<file path="src/rtl/ez8_pkg.sv">
// Shared definitions for the ez8 execute stage: opcodes, instruction fields,
// the multiplier sequencing states and the status register address.
package ez8_pkg;

  localparam logic [3:0] OP_NOP    = 4'h0;
  localparam logic [3:0] OP_MOVF   = 4'h1;
  localparam logic [3:0] OP_MOVWF  = 4'h2;
  localparam logic [3:0] OP_ADDWF  = 4'h3;
  localparam logic [3:0] OP_SUBWF  = 4'h4;
  localparam logic [3:0] OP_ANDWF  = 4'h5;
  localparam logic [3:0] OP_IORWF  = 4'h6;
  localparam logic [3:0] OP_XORWF  = 4'h7;
  localparam logic [3:0] OP_INCF   = 4'h8;
  localparam logic [3:0] OP_DECF   = 4'h9;
  localparam logic [3:0] OP_ADDWFC = 4'hA;
  localparam logic [3:0] OP_CLRF   = 4'hB;
  localparam logic [3:0] OP_MOVLW  = 4'hC;
  localparam logic [3:0] OP_ADDLW  = 4'hD;
  localparam logic [3:0] OP_MULWF  = 4'hE;

  localparam int OP_MSB = 15;
  localparam int OP_LSB = 12;
  localparam int D_BIT  = 11;
  localparam int F_MSB  = 7;
  localparam int F_LSB  = 0;

  localparam logic [7:0] STATUS_ADDR = 8'h01;

  typedef enum logic [1:0] {
    MUL_IDLE,
    MUL_LOAD,
    MUL_STEP,
    MUL_DONE
  } mul_state_t;

endpackage

</file>
<file path="src/rtl/exec_stage_mul8_seq.sv">
// Iterative 8x8 shift-add multiplier: start loads operands, then eight
// single-bit steps; done is high during the final step.
module mul8_seq (
  input  logic        clk,
  input  logic        reset_n,
  input  logic        start,
  input  logic [7:0]  a,
  input  logic [7:0]  b,
  output logic        done,
  output logic [15:0] product
);

  logic [7:0]  mcand;
  logic [15:0] prod;
  logic [2:0]  cnt;
  logic        running;
  logic [8:0]  sum9;

  // Upper half accumulates the partial sum while the multiplier shifts out of the lower half.
  assign sum9    = {1'b0, prod[15:8]} + (prod[0] ? {1'b0, mcand} : 9'h000);
  assign done    = running && (cnt == 3'd7);
  assign product = prod;

  always_ff @(posedge clk or negedge reset_n) begin
    if (!reset_n) begin
      mcand   <= 8'h00;
      prod    <= 16'h0000;
      cnt     <= 3'd0;
      running <= 1'b0;
    end else if (start) begin
      mcand   <= a;
      prod    <= {8'h00, b};
      cnt     <= 3'd0;
      running <= 1'b1;
    end else if (running) begin
      prod <= {sum9, prod[7:1]};
      cnt  <= cnt + 3'd1;
      if (cnt == 3'd7) running <= 1'b0;
    end
  end

endmodule

</file>
<file path="src/rtl/exec_stage.sv">
// Two-stage execute stage: E1 issues the read address, E2 computes and drives
// all mem_ctrl write-side ports combinationally; MULWF stalls issue.
module exec_stage
  import ez8_pkg::*;
#(
  parameter bit MUL_EN = 1'b1
) (
  input  logic        clk,
  input  logic        reset_n,
  input  logic [15:0] instr_in,
  input  logic        instr_valid,
  output logic        instr_ready,
  output logic [7:0]  readaddr,
  input  logic [7:0]  readdata,
  input  logic [7:0]  accum_out,
  input  logic        cout,
  output logic [7:0]  writeaddr,
  output logic [7:0]  writedata,
  output logic        write_en,
  output logic [7:0]  accum_in,
  output logic        accum_write,
  output logic        zin,
  output logic        z_write,
  output logic        cin,
  output logic        c_write,
  output logic        retire_valid,
  output logic [3:0]  retire_op,
  output logic        illegal,
  output logic        busy
);

  mul_state_t  state, next_state;
  logic        e2_valid;
  logic [3:0]  e2_op;
  logic        e2_d;
  logic [7:0]  e2_f;
  logic [7:0]  mul_f;
  logic        accept, accept_mul, e2_is_mul;
  logic        mul_start, mul_commit, mul_done;
  logic [15:0] mul_product;
  logic [8:0]  alu;
  logic        wr_res, wr_acc, set_z, set_c;
  logic        unused_bits;

  assign unused_bits = ^instr_in[10:8];
  assign readaddr    = instr_in[F_MSB:F_LSB];
  assign accept      = instr_valid && instr_ready;
  assign accept_mul  = accept && MUL_EN && (instr_in[OP_MSB:OP_LSB] == OP_MULWF);
  assign e2_is_mul   = MUL_EN && (e2_op == OP_MULWF);

  always_ff @(posedge clk or negedge reset_n) begin
    if (!reset_n) begin
      e2_valid <= 1'b0;
      e2_op    <= OP_NOP;
      e2_d     <= 1'b0;
      e2_f     <= 8'h00;
    end else begin
      e2_valid <= accept;
      if (accept) begin
        e2_op <= instr_in[OP_MSB:OP_LSB];
        e2_d  <= instr_in[D_BIT];
        e2_f  <= instr_in[F_MSB:F_LSB];
      end
    end
  end

  always_ff @(posedge clk or negedge reset_n) begin
    if (!reset_n) begin
      state <= MUL_IDLE;
      mul_f <= 8'h00;
    end else begin
      state <= next_state;
      if (state == MUL_LOAD) mul_f <= e2_f;
    end
  end

  always_comb begin
    next_state = state;
    unique case (state)
      MUL_IDLE: if (accept_mul) next_state = MUL_LOAD;
      MUL_LOAD: next_state = MUL_STEP;
      MUL_STEP: if (mul_done) next_state = MUL_DONE;
      MUL_DONE: next_state = accept_mul ? MUL_LOAD : MUL_IDLE;
      default:  next_state = MUL_IDLE;
    endcase
  end

  always_comb begin
    instr_ready = (state == MUL_IDLE) || (state == MUL_DONE);
    busy        = (state == MUL_LOAD) || (state == MUL_STEP);
    mul_start   = (state == MUL_LOAD);
    mul_commit  = (state == MUL_DONE);
  end

  mul8_seq u_mul (
    .clk     (clk),
    .reset_n (reset_n),
    .start   (mul_start),
    .a       (accum_out),
    .b       (readdata),
    .done    (mul_done),
    .product (mul_product)
  );

  // A MULWF sitting in E2 only feeds the multiplier; its commit happens from DONE.
  always_comb begin
    writeaddr    = e2_f;
    writedata    = 8'h00;
    write_en     = 1'b0;
    accum_in     = 8'h00;
    accum_write  = 1'b0;
    zin          = 1'b0;
    z_write      = 1'b0;
    cin          = 1'b0;
    c_write      = 1'b0;
    retire_valid = 1'b0;
    retire_op    = e2_op;
    illegal      = 1'b0;
    alu          = 9'h000;
    wr_res       = 1'b0;
    wr_acc       = 1'b0;
    set_z        = 1'b0;
    set_c        = 1'b0;
    if (mul_commit) begin
      retire_valid = 1'b1;
      retire_op    = OP_MULWF;
      writeaddr    = mul_f;
      writedata    = mul_product[15:8];
      write_en     = 1'b1;
      accum_in     = mul_product[7:0];
      accum_write  = 1'b1;
      zin          = (mul_product == 16'h0000);
      z_write      = 1'b1;
    end else if (e2_valid && !e2_is_mul) begin
      retire_valid = 1'b1;
      unique case (e2_op)
        OP_NOP:    ;
        OP_MOVF:   begin alu = {1'b0, readdata}; wr_res = 1'b1; set_z = 1'b1; end
        OP_MOVWF:  begin write_en = 1'b1; writedata = accum_out; end
        OP_ADDWF:  begin
          alu = {1'b0, accum_out} + {1'b0, readdata};
          wr_res = 1'b1; set_z = 1'b1; set_c = 1'b1;
        end
        OP_SUBWF:  begin
          alu = {1'b0, readdata} - {1'b0, accum_out};
          alu[8] = ~alu[8];
          wr_res = 1'b1; set_z = 1'b1; set_c = 1'b1;
        end
        OP_ANDWF:  begin alu = {1'b0, accum_out & readdata}; wr_res = 1'b1; set_z = 1'b1; end
        OP_IORWF:  begin alu = {1'b0, accum_out | readdata}; wr_res = 1'b1; set_z = 1'b1; end
        OP_XORWF:  begin alu = {1'b0, accum_out ^ readdata}; wr_res = 1'b1; set_z = 1'b1; end
        OP_INCF:   begin alu = {1'b0, readdata + 8'h01}; wr_res = 1'b1; set_z = 1'b1; end
        OP_DECF:   begin alu = {1'b0, readdata - 8'h01}; wr_res = 1'b1; set_z = 1'b1; end
        OP_ADDWFC: begin
          alu = {1'b0, accum_out} + {1'b0, readdata} + {8'h00, cout};
          wr_res = 1'b1; set_z = 1'b1; set_c = 1'b1;
        end
        OP_CLRF:   begin alu = 9'h000; wr_res = 1'b1; set_z = 1'b1; end
        OP_MOVLW:  begin alu = {1'b0, e2_f}; wr_acc = 1'b1; end
        OP_ADDLW:  begin
          alu = {1'b0, accum_out} + {1'b0, e2_f};
          wr_acc = 1'b1; set_z = 1'b1; set_c = 1'b1;
        end
        default:   illegal = 1'b1;
      endcase
      if ((wr_res && !e2_d) || wr_acc) begin
        accum_write = 1'b1;
        accum_in    = alu[7:0];
      end
      if (wr_res && e2_d) begin
        write_en  = 1'b1;
        writedata = alu[7:0];
      end
      if (set_z) begin
        z_write = 1'b1;
        zin     = (alu[7:0] == 8'h00);
      end
      if (set_c) begin
        c_write = 1'b1;
        cin     = alu[8];
      end
    end
  end

endmodule

</file>
<file path="config.mk">
export PLATFORM = sky130hd
export DESIGN_NAME = exec_stage
export DESIGN_NICKNAME = d
export VERILOG_FILES = /design/src/rtl/ez8_pkg.sv /design/src/rtl/exec_stage_mul8_seq.sv /design/src/rtl/exec_stage.sv
export SDC_FILE = /design/constraint.sdc
export NUM_CORES = 1
export LEC_CHECK = 0
export ABC_AREA = 0
export CAP_MARGIN = 5
export CORE_MARGIN = 2
export CORE_UTILIZATION = 35
export CTS_CLUSTER_SIZE = 20
export DETAILED_ROUTE_END_ITERATION = 6
export GPL_TIMING_DRIVEN = 0
export PLACE_DENSITY = 0.56
export SETUP_SLACK_MARGIN = 0.2
export SYNTH_ARGS = -nofsm -noshare
export SYNTH_HDL_FRONTEND = slang
export SYNTH_SLANG_ARGS = --single-unit
export TNS_END_PERCENT = 30
</file>
<file path="constraint.sdc">
create_clock -name clk -period 6.8 [get_ports clk]
set_input_delay 1.02 -clock clk [delete_from_list [all_inputs] [get_ports clk]]
set_output_delay 1.02 -clock clk [all_outputs]
set_load 0.01 [all_outputs]
</file>
==> results.txt, run 1 <==
The run finished with clean final reports. The area of the die was 0.0168 sq mm. The total power density per cell area is 442 mW/mm^2. The run gives 52 as the clock sink total. The post-layout minimum cycle time was 6.17 ns; the number of synthesized register bits was 52.

Number of buffers added to fix hold violations after cts: 0. Of the total synthesized cell area, the portion taken by XOR and XNOR cells is 4.44%. The share of synthesized area occupied by flip-flops and latches came out at 23.6%. Clock skew on the completed layout was measured at 0.00584 ns.

Multiplexer cells account for 11.7% of the synthesized area. Once the floorplan was initialized, standard cells occupied 36.0% of the core. The slew at the pin with the worst max-slew slack was 1.07 ns; the total routing usage reported by global routing was 23.2%.

For this design the top-level I/O count stands at 82. In this run the cell area measured after placement is 0.00658 sq mm. At the end of the flow, the number of nets in the layout was 825. The root buffer selected by CTS is sky130_fd_sc_hd__clkbuf_16. From synthesis to final layout, the design area changed by 21.8%. The logs give 0.00552 sq mm for the mapped cell area and 0 for the yosys synthesis warning count. Cells with a size suffix above 1 make up 9.99% of the layout. The final-report hold violation count was 0. The repair_antennas step left the layout with diodes totalling 0. The simple-gate share of the synthesized area works out to 18.6%.

The DRC violation count after routing came out at 0. The tightest min-delay check is of the reg -> reg type. The die width was 130 um.

The adder-cell area share of the yosys netlist was 14.1%. The maximum clock rate is 162 MHz, and the design area is 0.00672 sq mm. The critical path is of the in -> out type. Counting the fill cells in the layout gives 1,553. In this run the vertical extent of the chip is 130 um. The half-perimeter wire length of the detailed placement result is 15.2 mm.

The number of nets in the synthesized netlist is 739. The synthesized netlist devotes 20.8% of its cell area to compound gates. Excluding fillers, the count of instances in the completed layout stands at 942. The tools report the post-placement cell count as 934. For the global-route wire length before repair, the log shows 29.5 mm. The number of global-route vias before repair was 5,187.

Summing over every cut layer, the via total after detailed routing is 5,318. Overall power consumption after layout is estimated at 2.97 mW. The area of the core was 0.0153 sq mm.

In this run the tool buffered the top-level ports with 78 buffer cells. The number of different library cells used by synthesis comes to 70. For this block, the routed nets add up to 19.4 mm of wire. The run gives 482 as the number of violations reported at the end of detailed-routing iteration 0. Buffers inserted during post-CTS setup optimization: 0. The arrival time at the worst endpoint is 5.15 ns. After clock tree synthesis, the clock-pin slew on the worst setup and hold paths is 0.07 ns. For the worst hold slack after final layout, the log shows 0.507 ns.

At the worst endpoint, the required time is 5.78 ns. STA classifies the critical path startpoint as a primary input. Gate count of the mapped netlist: 644. The run gives 5 as the number of optimization iterations in the first detailed-route pass. In the final routed layout, each cell accounts on average for 20.6 um. TritonCTS built the clock tree.

The number of gates resized after CTS was 0. The dominant synthesized flop cell was sky130_fd_sc_hd__dfrtp_1. The later pin in the worst-skew pair is clocked with a latency of 0.30 ns. The H-tree depth reported by CTS came out at 2. In this run, synthesis inferred 0 flip-flops with an integrated enable. The worst path uses 90.8% of the clock period.

The sequential cells in the finished layout cover a total of 0.00130 sq mm. A synthesized cell averages 8.57 sq um. Across the run, the number of max-cap violations was 0. The worst relative slew slack was 28.5%. The number of vias per cell is 5.65, and the final weighted congestion of routability-driven global placement is 0.945. Summing all multi-input logic gate instances after layout gives 0.00384 sq mm. Of all flip-flops after synthesis, the portion carrying an async set or reset was 100%. In this run the deepest clock path goes through 2 buffers. In this run the static leakage power is 2.94 nW. After synthesis, the largest family of logic cells by area is compound AO/OA/AOI/OAI gates. The antenna violation net count after detailed routing is 0. The tools report the number of antenna violations at the first check in global routing as 0.

The total negative slack was 0 ns; the largest fanout on the critical path was 6. Global routing finished with a remaining overflow of 0. In this run, CTS created clock tree buffers numbering 5. Setup repair after global routing left no endpoint under its margin.

VDD sags by at most 0.247 mV. Entering global routing, the biggest net connects 40 pins. The row count came out at 45.

The worst setup path is captured at an output pin. The max-slew violation count is 0, and the number of setup violations in the final report is 0.
-- per-stage QoR --
stage               util (%)  worst slack, ns
detailed placement      43.0            0.705
global placement        42.9            0.693
floorplan                  -             2.45
global route            43.9            0.470
finish                  43.9            0.627
CTS                     43.9            0.691
-- cells in the final DEF (no fill, tap or decap), drive strengths merged, types with 6 or more instances in the layout --
master	instances
a211oi	14
a21o	9
a21oi	26
a22o	7
a22oi	7
and2	13
and3	8
and3b	6
buf	28
clkbuf	22
clkdlybuf4s50	77
dfrtp	52
ha	54
inv	39
mux2	35
mux2i	25
nand2	43
nand2b	11
nand3	14
nor2	47
nor2b	13
nor3	10
o21a	6
o21ai	45
o21bai	6
xnor2	23
-- registers in the layout, summed over array words and instances, names as in the netlist --
signal	count
state	2
u_mul.cnt	3
u_mul.product	16
e2_f	8
mul_f	8
e2_valid	1
e2_d	1
u_mul.mcand	8
e2_op	4
u_mul.running	1
-- area by class of cell --
| class | count | share of cell area, % |
|---|---|---|
| Clock buffer | 5 | 1.86 |
| Clock inverter | 3 | 0.279 |
| Buffer | 43 | 3.42 |
| Tap cell | 211 | 3.93 |
| Sequential cell | 52 | 19.4 |
| Inverter | 40 | 2.23 |
| Timing Repair Buffer | 79 | 11.8 |
| Multi-Input combinational cell | 509 | 57.1 |
-- power by group --
group	total [mW]	switching, mW	internal, mW
Sequential	0.624	0.156	0.468
Combinational	2.10	1.15	0.941
Clock	0.251	0.115	0.136
Total	2.97	1.43	1.55
-- worst max-delay path, cell delays in order --
cell	delay [ns]
sky130_fd_sc_hd__clkdlybuf4s50_1	0.74
sky130_fd_sc_hd__ha_1	0.33
sky130_fd_sc_hd__inv_1	0.07
sky130_fd_sc_hd__fa_1	0.39
sky130_fd_sc_hd__nand2b_1	0.18
sky130_fd_sc_hd__a21oi_1	0.19
sky130_fd_sc_hd__xor2_1	0.37
sky130_fd_sc_hd__and3_1	0.31
sky130_fd_sc_hd__nand4_1	0.15
sky130_fd_sc_hd__xnor2_1	0.17
sky130_fd_sc_hd__o2111a_1	0.31
sky130_fd_sc_hd__o31ai_1	0.31
sky130_fd_sc_hd__clkdlybuf4s50_1	0.60
-- metal layers --
metal  routed length, um  GRT usage (%)
met1                9190           32.6
met2                8560           36.6
met3                1080           3.26
met4                 592           8.03
met5                   0              0
-- final timing paths --
path / start / end / slack [ns] / cells past startpoint
worst min-delay path: u_mul.mcand[1] / u_mul.mcand[1] / 0.51 / 1
worst max-delay path: readdata[0] / writedata[7] / 0.63 / 13
min in group asynchronous: reset_n / u_mul.product[7] / 0.63 / 1
worst min register to register: u_mul.mcand[1] / u_mul.mcand[1] / 0.51 / 1
worst max register to register: u_mul.product[0] / u_mul.product[15] / 4.17 / 12
max in group asynchronous: reset_n / mul_f[0] / 5.64 / 2
-- Yosys cell counts (7+ instances only) --
cell type / number / area (sq um)
sky130_fd_sc_hd__nand3_1: 14 / 70.1
sky130_fd_sc_hd__nand2b_1: 11 / 68.8
sky130_fd_sc_hd__ha_1: 54 / 676
sky130_fd_sc_hd__o21ai_0: 40 / 200
sky130_fd_sc_hd__a211oi_1: 13 / 97.6
sky130_fd_sc_hd__a22oi_1: 7 / 52.6
sky130_fd_sc_hd__a21o_1: 9 / 67.6
sky130_fd_sc_hd__a21oi_1: 26 / 130
sky130_fd_sc_hd__nor3_1: 10 / 50.1
sky130_fd_sc_hd__clkbuf_1: 17 / 63.8
sky130_fd_sc_hd__a22o_1: 7 / 61.3
sky130_fd_sc_hd__and3_1: 8 / 50.1
sky130_fd_sc_hd__buf_4: 9 / 67.6
sky130_fd_sc_hd__mux2i_1: 25 / 250
sky130_fd_sc_hd__dfrtp_1: 52 / 1300
sky130_fd_sc_hd__nand2_1: 43 / 161
sky130_fd_sc_hd__xnor2_1: 23 / 201
sky130_fd_sc_hd__inv_1: 39 / 146
sky130_fd_sc_hd__buf_2: 10 / 50.1
sky130_fd_sc_hd__and2_1: 13 / 81.3
sky130_fd_sc_hd__mux2_2: 35 / 394
sky130_fd_sc_hd__nor2b_1: 13 / 81.3
sky130_fd_sc_hd__nor2_1: 47 / 176
-- cells by family after synthesis --
kind of cell	after synthesis
xor gates and xnor gates	28
adders and majority gates	59
buffers and inverters	83
AOI/OAI and AO/OA	166
muxes	60
and+or+nand+nor	196
DFF	52
No activity file was read; power rests on OpenSTA's default activity.
==> run 2: changes to the inputs <==
- GPL_TIMING_DRIVEN: 0 -> 1
==> run 2 against run 1 <==
Final cell count fell by 3.5%. Hold slack got worse by 0.0046 ns. Wire length down 7.5%. Sequential power grew 2%. Cell area shrank 2.2%. Register-to-register slack better by 0.09 ns. Worst setup slack improved by 0.16 ns. Clock-buffer cell count grew 1. First-iteration DRC count down 23%. Critical endpoint is now zin. Maximum frequency up 2.6%. Clock power increased by 17%. Total power shrank 1.4%.
==> results.txt, run 2 (synthesized netlist as in run 1, its figures left out) <==
The number of antenna violations at the first check in global routing is 0, and the total negative slack is 0 ns. The final-report hold violation count came out at 0. For the pin with the worst max-slew slack, the measured transition is 1.14 ns.

The row count came out at 45. Leaving out fill and tap cells, the most frequent cell in the layout is sky130_fd_sc_hd__clkdlybuf4s50_1. For the aggregate global routing overflow, the log shows 0. The HPWL after detailed placement is 13.7 mm.

The first global-routing pass estimated 28.2 mm of wire. The total routing usage reported by global routing was 21.8%; the number of buffers added to fix hold violations after cts was 0. The worst setup path is launched from a primary input. For the area of the core, the log shows 0.0153 sq mm. Setup repair after global routing left no endpoint under its margin.

The run gives 792 as the net count reported at finish. Of the total power, the clock network draws 10.0%. The routing usage on met1 is 31.8%, and the buffers inserted during post-CTS setup optimization is 0.

In the final routed layout, each cell accounts on average for 19.8 um. The run gives 4,943 as the number of global-route vias before repair. The die width was 130 um; the design area was 0.00658 sq mm. For the worst relative slew slack, the log shows 23.9%. met2 is the most crowded layer. The die is 130 um tall. In this run the number of H-tree levels came out at 2. For the pin count of the biggest net entering global routing, the log shows 53. The total wire length is 18.0 mm, and the post-place instance area is 0.00641 sq mm. Internal power comes to 1.56 mW. Of the total power, the share spent switching nets is 46.9%.

The post-route netlist has 8.60% of its cells at a drive strength greater than 1. The share of total power dissipated in sequential elements is 21.7%. The first detailed-routing pass took 5 iterations.

The run gives 0.947 as the final weighted congestion of routability-driven global placement. For the final database, setup skew stands at 0.00791 ns. Gates resized during post-CTS repair numbered 0. For this run, global-route usage on met2 was measured as 33.6%. Clock-pin slew was measured on the worst setup and hold paths at 0.07 ns. The number of violations reported at the end of detailed-routing iteration 0 is 371, and the clock insertion delay at the later pin of the skew report is 0.30 ns.

CTS placed an instance of sky130_fd_sc_hd__clkbuf_16 at the clock tree root. For this run, global-route usage on met3 was measured as 2.52%. The type of the worst min-delay path was reg -> reg.

In this run the static leakage power is 2.87 nW. In the finished design, the share of the clock period the worst path needs comes to 88.5%. The analysis attributes to net switching a power of 1.37 mW. At the worst endpoint, the required time is 5.78 ns.

Total power density per cell area: 445 mW/mm^2. The tools report the starting density of the core as 36.0%. TritonCTS built the clock tree.

Once detail routing completed, the nets flagged for antenna violations numbered 0. The flow ran to the end, and the final reports show no timing, DRC or antenna violations. The number of vias per cell was 5.58; the post-layout minimum cycle time was 6.01 ns. In this run the worst path has a maximum fanout of 13.

For this run, the top clock speed supported by timing is 166 MHz. In this run the deepest clock path goes through 2 buffers. The via total after detailed routing was 5,068; the number of setup violations in the final report was 0. For the combinational power share, the log shows 68.3%.

Counting the buffers created by CTS gives 5. The logs give 0 for the DRC violation count after routing and 4.99 ns for the arrival time at the worst endpoint. The worst setup path is captured at an output pin.

The area growth from synthesis to layout is 19.1%. Pin placement for this block handled 82 I/O pins. The maximum vdd drop is 0.280 mV, and the flip-flop count of the largest register, all copies and words added is 16.

The number of violations of the max-capacitance limit was 0. The antenna diode count came out at 0. The worst setup path is of the in -> out kind.

Max-slew violation count: 0. The area of the die came out at 0.0168 sq mm. The run gives 52 as the clock sink total.

In this run the tool buffered the top-level ports with 78 buffer cells. Leaving out fill and tap cells, the most frequent cells in the layout are 77 x sky130_fd_sc_hd__clkdlybuf4s50_1, 54 x sky130_fd_sc_hd__ha_1, 52 x sky130_fd_sc_hd__dfrtp_1, 47 x sky130_fd_sc_hd__nor2_1, 43 x sky130_fd_sc_hd__nand2_1.
## run 2: routing by layer
metal	up-vias	share of wire, %
met2	190	44
li1	2428	-
met3	23	5.9
met1	2427	48
met5	-	0
met4	0	2.5
## run 2: area by class of cell
class | count | area [sq um]
Clock inverter | 2 | 35.0
Sequential cell | 52 | 1300
Timing Repair Buffer | 89 | 858
Tap cell | 211 | 264
Inverter | 40 | 150
Fill cell | 1568 | 8740
Multi-Input combinational cell | 509 | 3840
Clock buffer | 6 | 129
## run 2: stage by stage
| stage | hold slack [ns] | utilization (%) | total power [mW] | setup WS, ns | std cells |
|---|---|---|---|---|---|
| floorplan | 0.472 | - | 1.92 | 2.45 | 644 |
| global placement | 0.484 | 41.9 | 2.58 | 0.826 | 901 |
| detailed placement | 0.491 | 41.9 | 2.61 | 0.816 | 901 |
| CTS | 0.505 | 42.9 | 2.93 | 0.787 | 909 |
| global route | 0.512 | 42.9 | 3.16 | 0.570 | 909 |
| finish | 0.503 | 42.9 | 2.93 | 0.785 | 909 |
## run 2: worst paths after layout
kind | start | to | slack, ns | cells past startpoint
setup / recovery | accum_out[4] | zin | 0.79 | 12
hold / removal | u_mul.mcand[7] | u_mul.mcand[7] | 0.50 | 1
setup reg to reg | u_mul.product[0] | u_mul.product[15] | 4.26 | 11
hold reg to reg | u_mul.mcand[7] | u_mul.mcand[7] | 0.50 | 1
max in group asynchronous | reset_n | e2_op[0] | 5.49 | 2
min in group asynchronous | reset_n | u_mul.product[9] | 0.82 | 2
## run 2: worst max-delay path, stage by stage
cell	delay, ns
sky130_fd_sc_hd__clkdlybuf4s50_1	0.69
sky130_fd_sc_hd__inv_1	0.12
sky130_fd_sc_hd__ha_1	0.47
sky130_fd_sc_hd__and2_1	0.25
sky130_fd_sc_hd__nor2_1	0.29
sky130_fd_sc_hd__o22ai_1	0.12
sky130_fd_sc_hd__a2111o_1	0.47
sky130_fd_sc_hd__a311o_1	0.30
sky130_fd_sc_hd__a211oi_2	0.35
sky130_fd_sc_hd__and3b_1	0.24
sky130_fd_sc_hd__a21o_1	0.13
sky130_fd_sc_hd__clkdlybuf4s50_1	0.53
## run 2: power groups by stage
stage          logic [mW]  registers [mW]  clock network [mW]
3_3_place_gp         1.96           0.628                   0
2_1_floorplan        1.35           0.568                   0
4_1_cts              1.99           0.634               0.301
3_5_place_dp         1.98           0.638                   0
6_report             2.00           0.635               0.293
5_1_grt              2.18           0.665               0.313
==> run 3: changes to the inputs <==
- PLACE_DENSITY: 0.56 -> 0.68
==> run 3 against run 2 <==
Sequential share of layout area is 0.15 points higher. First-iteration DRC count is 15% lower. Largest cell class unchanged. Final cell count is 0.55% lower. Maximum frequency is 1.3% higher. Utilization is 0.32 points lower. Highest routed layer unchanged.
==> results.txt, run 3 (synthesized netlist as in run 1, its figures left out) <==
The worst relative slew slack was 25.6%. The number of setup buffers added after CTS is 0. The start-to-end type of the worst setup path was in -> out.

Power spread over the standard cell area amounts to 437 mW/mm^2. In this run the remaining antenna-violating nets after routing total 0. Global routing finished with a remaining overflow of 0. The total wire length is 16.7 mm, and the pin count of the biggest net entering global routing is 53. In this run the worst hold path is classified as reg -> reg. The worst endpoint required time was 5.78 ns; the number of violations reported at the end of detailed-routing iteration 0 was 316. After filler insertion, the fill cell instance count of the layout stands at 1,585. The run gives 168 MHz as the maximum clock rate. The startpoint type of the worst setup path was a primary input.

The flow ran to the end, and the final reports show no timing, DRC or antenna violations. In the final routed layout, each cell accounts on average for 18.4 um. The number of antenna diodes in the final layout is 0. The die width is 130 um, and the leakage dissipation is 2.84 nW. The number of buffers added to fix hold violations after cts came out at 0. Once the floorplan was initialized, standard cells occupied 36.0% of the core. Number of optimization iterations in the first detailed-route pass: 5. Number of vias per cell: 5.60.

The final-report hold violation count was 0; the total negative slack was 0 ns. The half-perimeter wire length of the detailed placement result came out at 12.7 mm. Across the routed clock network, the largest skew measured is 0.00833 ns.

Buffers inserted during clock tree synthesis total 5. Number of antenna violations at the first check in global routing: 0. The endpoint identified for the worst register-to-register timing path is u_mul.product[15]. The tools report the final weighted congestion of routability-driven global placement as 1.02.

The routed layout has 5,059 vias. The area growth from synthesis to layout is 18.2%. In this run the clock root is driven by a sky130_fd_sc_hd__clkbuf_16.

The clock reaches the later pin of the worst-skew pair after 0.31 ns. Counting cells, the worst reg-to-reg path comes to 11. The area of the die is 0.0168 sq mm, and the cell depth of the worst hold path is 1. The run gives 904 as the count of non-filler cells in the finished layout.

The floorplan step set the die height to 130 um. The run gives 0.275 mV as the maximum vdd drop. The portion of the clock cycle consumed by the worst path in the final layout is 87.3%.

In this run, post-CTS repair resized a total of 0 instances. For the pin with the worst max-slew slack, the measured transition is 1.12 ns. TritonCTS built the clock tree. The beginning of the worst register-to-register path was u_mul.product[0]. The sink of the worst hold path was mul_f[6]. The first global-routing pass estimated 26.5 mm of wire. The post-layout minimum cycle time works out to 5.94 ns.

STA classifies the critical path endpoint as an output pin. The max-slew violation count was 0; the H-tree depth reported by CTS was 2. The tools report the startpoint of the most critical hold path as mul_f[6].

The register with the most flip-flops in the layout has 16 of them. For the total routing usage reported by global routing, the log shows 20.2%. Leaving out fill and tap cells, the most frequent cell in the layout is sky130_fd_sc_hd__clkdlybuf4s50_1. Setup repair after global routing left no endpoint under its margin. The number of I/O port buffers works out to 78.

The clock slew at the register clock pins of the worst setup and hold paths was 0.07 ns. The area of the core was 0.0153 sq mm; the number of violations of the max-capacitance limit was 0. The tools report the post-placement cell count as 896. The logs give 787 for the net count reported at finish and 4.92 ns for the arrival time at the worst endpoint.

The floorplan has 45 rows. The number of setup violations in the final report was 0; the share of layout cells above drive strength 1 was 8.08%. The tools report the minimum setup slack among reg-to-reg paths as 4.32 ns. After detailed routing, the number of remaining DRC violations is 0. The maximum number of buffers from clock root to sink is 2. Of all nets on the critical path, the largest fanout is 6.

The clock drives 52 sinks. Leaving out fill and tap cells, the most frequent cells in the layout are 77 x sky130_fd_sc_hd__clkdlybuf4s50_1, 54 x sky130_fd_sc_hd__ha_1, 52 x sky130_fd_sc_hd__dfrtp_1, 47 x sky130_fd_sc_hd__nor2_1, 43 x sky130_fd_sc_hd__nand2_1. The run gives 82 as the boundary pin count. Number of global-route vias before repair: 4,955.
-- run 3: cell count changes in the layout (fill, tap and decap cells not counted) --
cell and delta:
sky130_fd_sc_hd__bufinv_16 -1, sky130_fd_sc_hd__buf_4 -5, sky130_fd_sc_hd__clkinvlp_4 +1, sky130_fd_sc_hd__clkinv_2 -1, sky130_fd_sc_hd__clkbuf_1 -1, sky130_fd_sc_hd__inv_8 +1, sky130_fd_sc_hd__clkinv_4 +1
-- run 3: worst max-delay path: stages --
cell and delay, ns:
sky130_fd_sc_hd__clkdlybuf4s50_1 0.66, sky130_fd_sc_hd__ha_1 0.29, sky130_fd_sc_hd__inv_1 0.07, sky130_fd_sc_hd__fa_1 0.40, sky130_fd_sc_hd__nand2b_1 0.18, sky130_fd_sc_hd__a21oi_1 0.18, sky130_fd_sc_hd__xor2_1 0.36, sky130_fd_sc_hd__and3_1 0.27
sky130_fd_sc_hd__nand4_1 0.12, sky130_fd_sc_hd__xnor2_1 0.16, sky130_fd_sc_hd__o2111a_1 0.29, sky130_fd_sc_hd__o31ai_1 0.31, sky130_fd_sc_hd__clkdlybuf4s50_1 0.60
-- run 3: power breakdown --
part | total, mW | internal [mW] | switching (mW)
Combinational | 1.93 | 0.903 | 1.02
Sequential | 0.663 | 0.466 | 0.196
Clock | 0.267 | 0.140 | 0.127
-- run 3: how the worst max path moves through the flow --
stage / from / to / slack, ns / depth (start not counted)
floorplan: readdata[0] / writedata[7] / 2.45 / 11
global placement: accum_out[0] / writedata[7] / 0.88 / 13
detailed placement: accum_out[0] / writedata[7] / 0.88 / 13
CTS: accum_out[0] / writedata[7] / 0.88 / 13
global route: accum_out[0] / writedata[7] / 0.71 / 13
finish: accum_out[0] / writedata[7] / 0.86 / 13
-- run 3: metal layers --
layer | track usage [%] | wire length, um | share of wire [%]
met1 | 28.1 | 7430 | 45
met2 | 32.2 | 7540 | 45
met3 | 3.10 | 1220 | 7.3
met4 | 6.83 | 462 | 2.8
met5 | 0 | 0 | 0
-- run 3: through the flow --
stage	cell area (sq um)	power [mW]	setup WS, ns	hold slack, ns	util [%]
finish	6530	2.85	0.863	0.502	42.6
global route	6530	3.09	0.705	0.520	42.6
CTS	6530	2.85	0.878	0.508	42.6
detailed placement	6370	2.57	0.876	0.490	41.6
global placement	6370	2.54	0.881	0.483	41.6
floorplan	5520	1.92	2.45	0.472	-
-- run 3: cell type report --
cell class | count | area [sq um] | area share [%]
inverters | 40 | 150 | 2.30
well taps | 211 | 264 | 4.04
repair buffers | 84 | 821 | 12.6
flip-flops and latches | 52 | 1300 | 19.9
clock inverters | 3 | 27.5 | 0.422
multi-input cells | 509 | 3840 | 58.8
clock buffers | 5 | 125 | 1.92
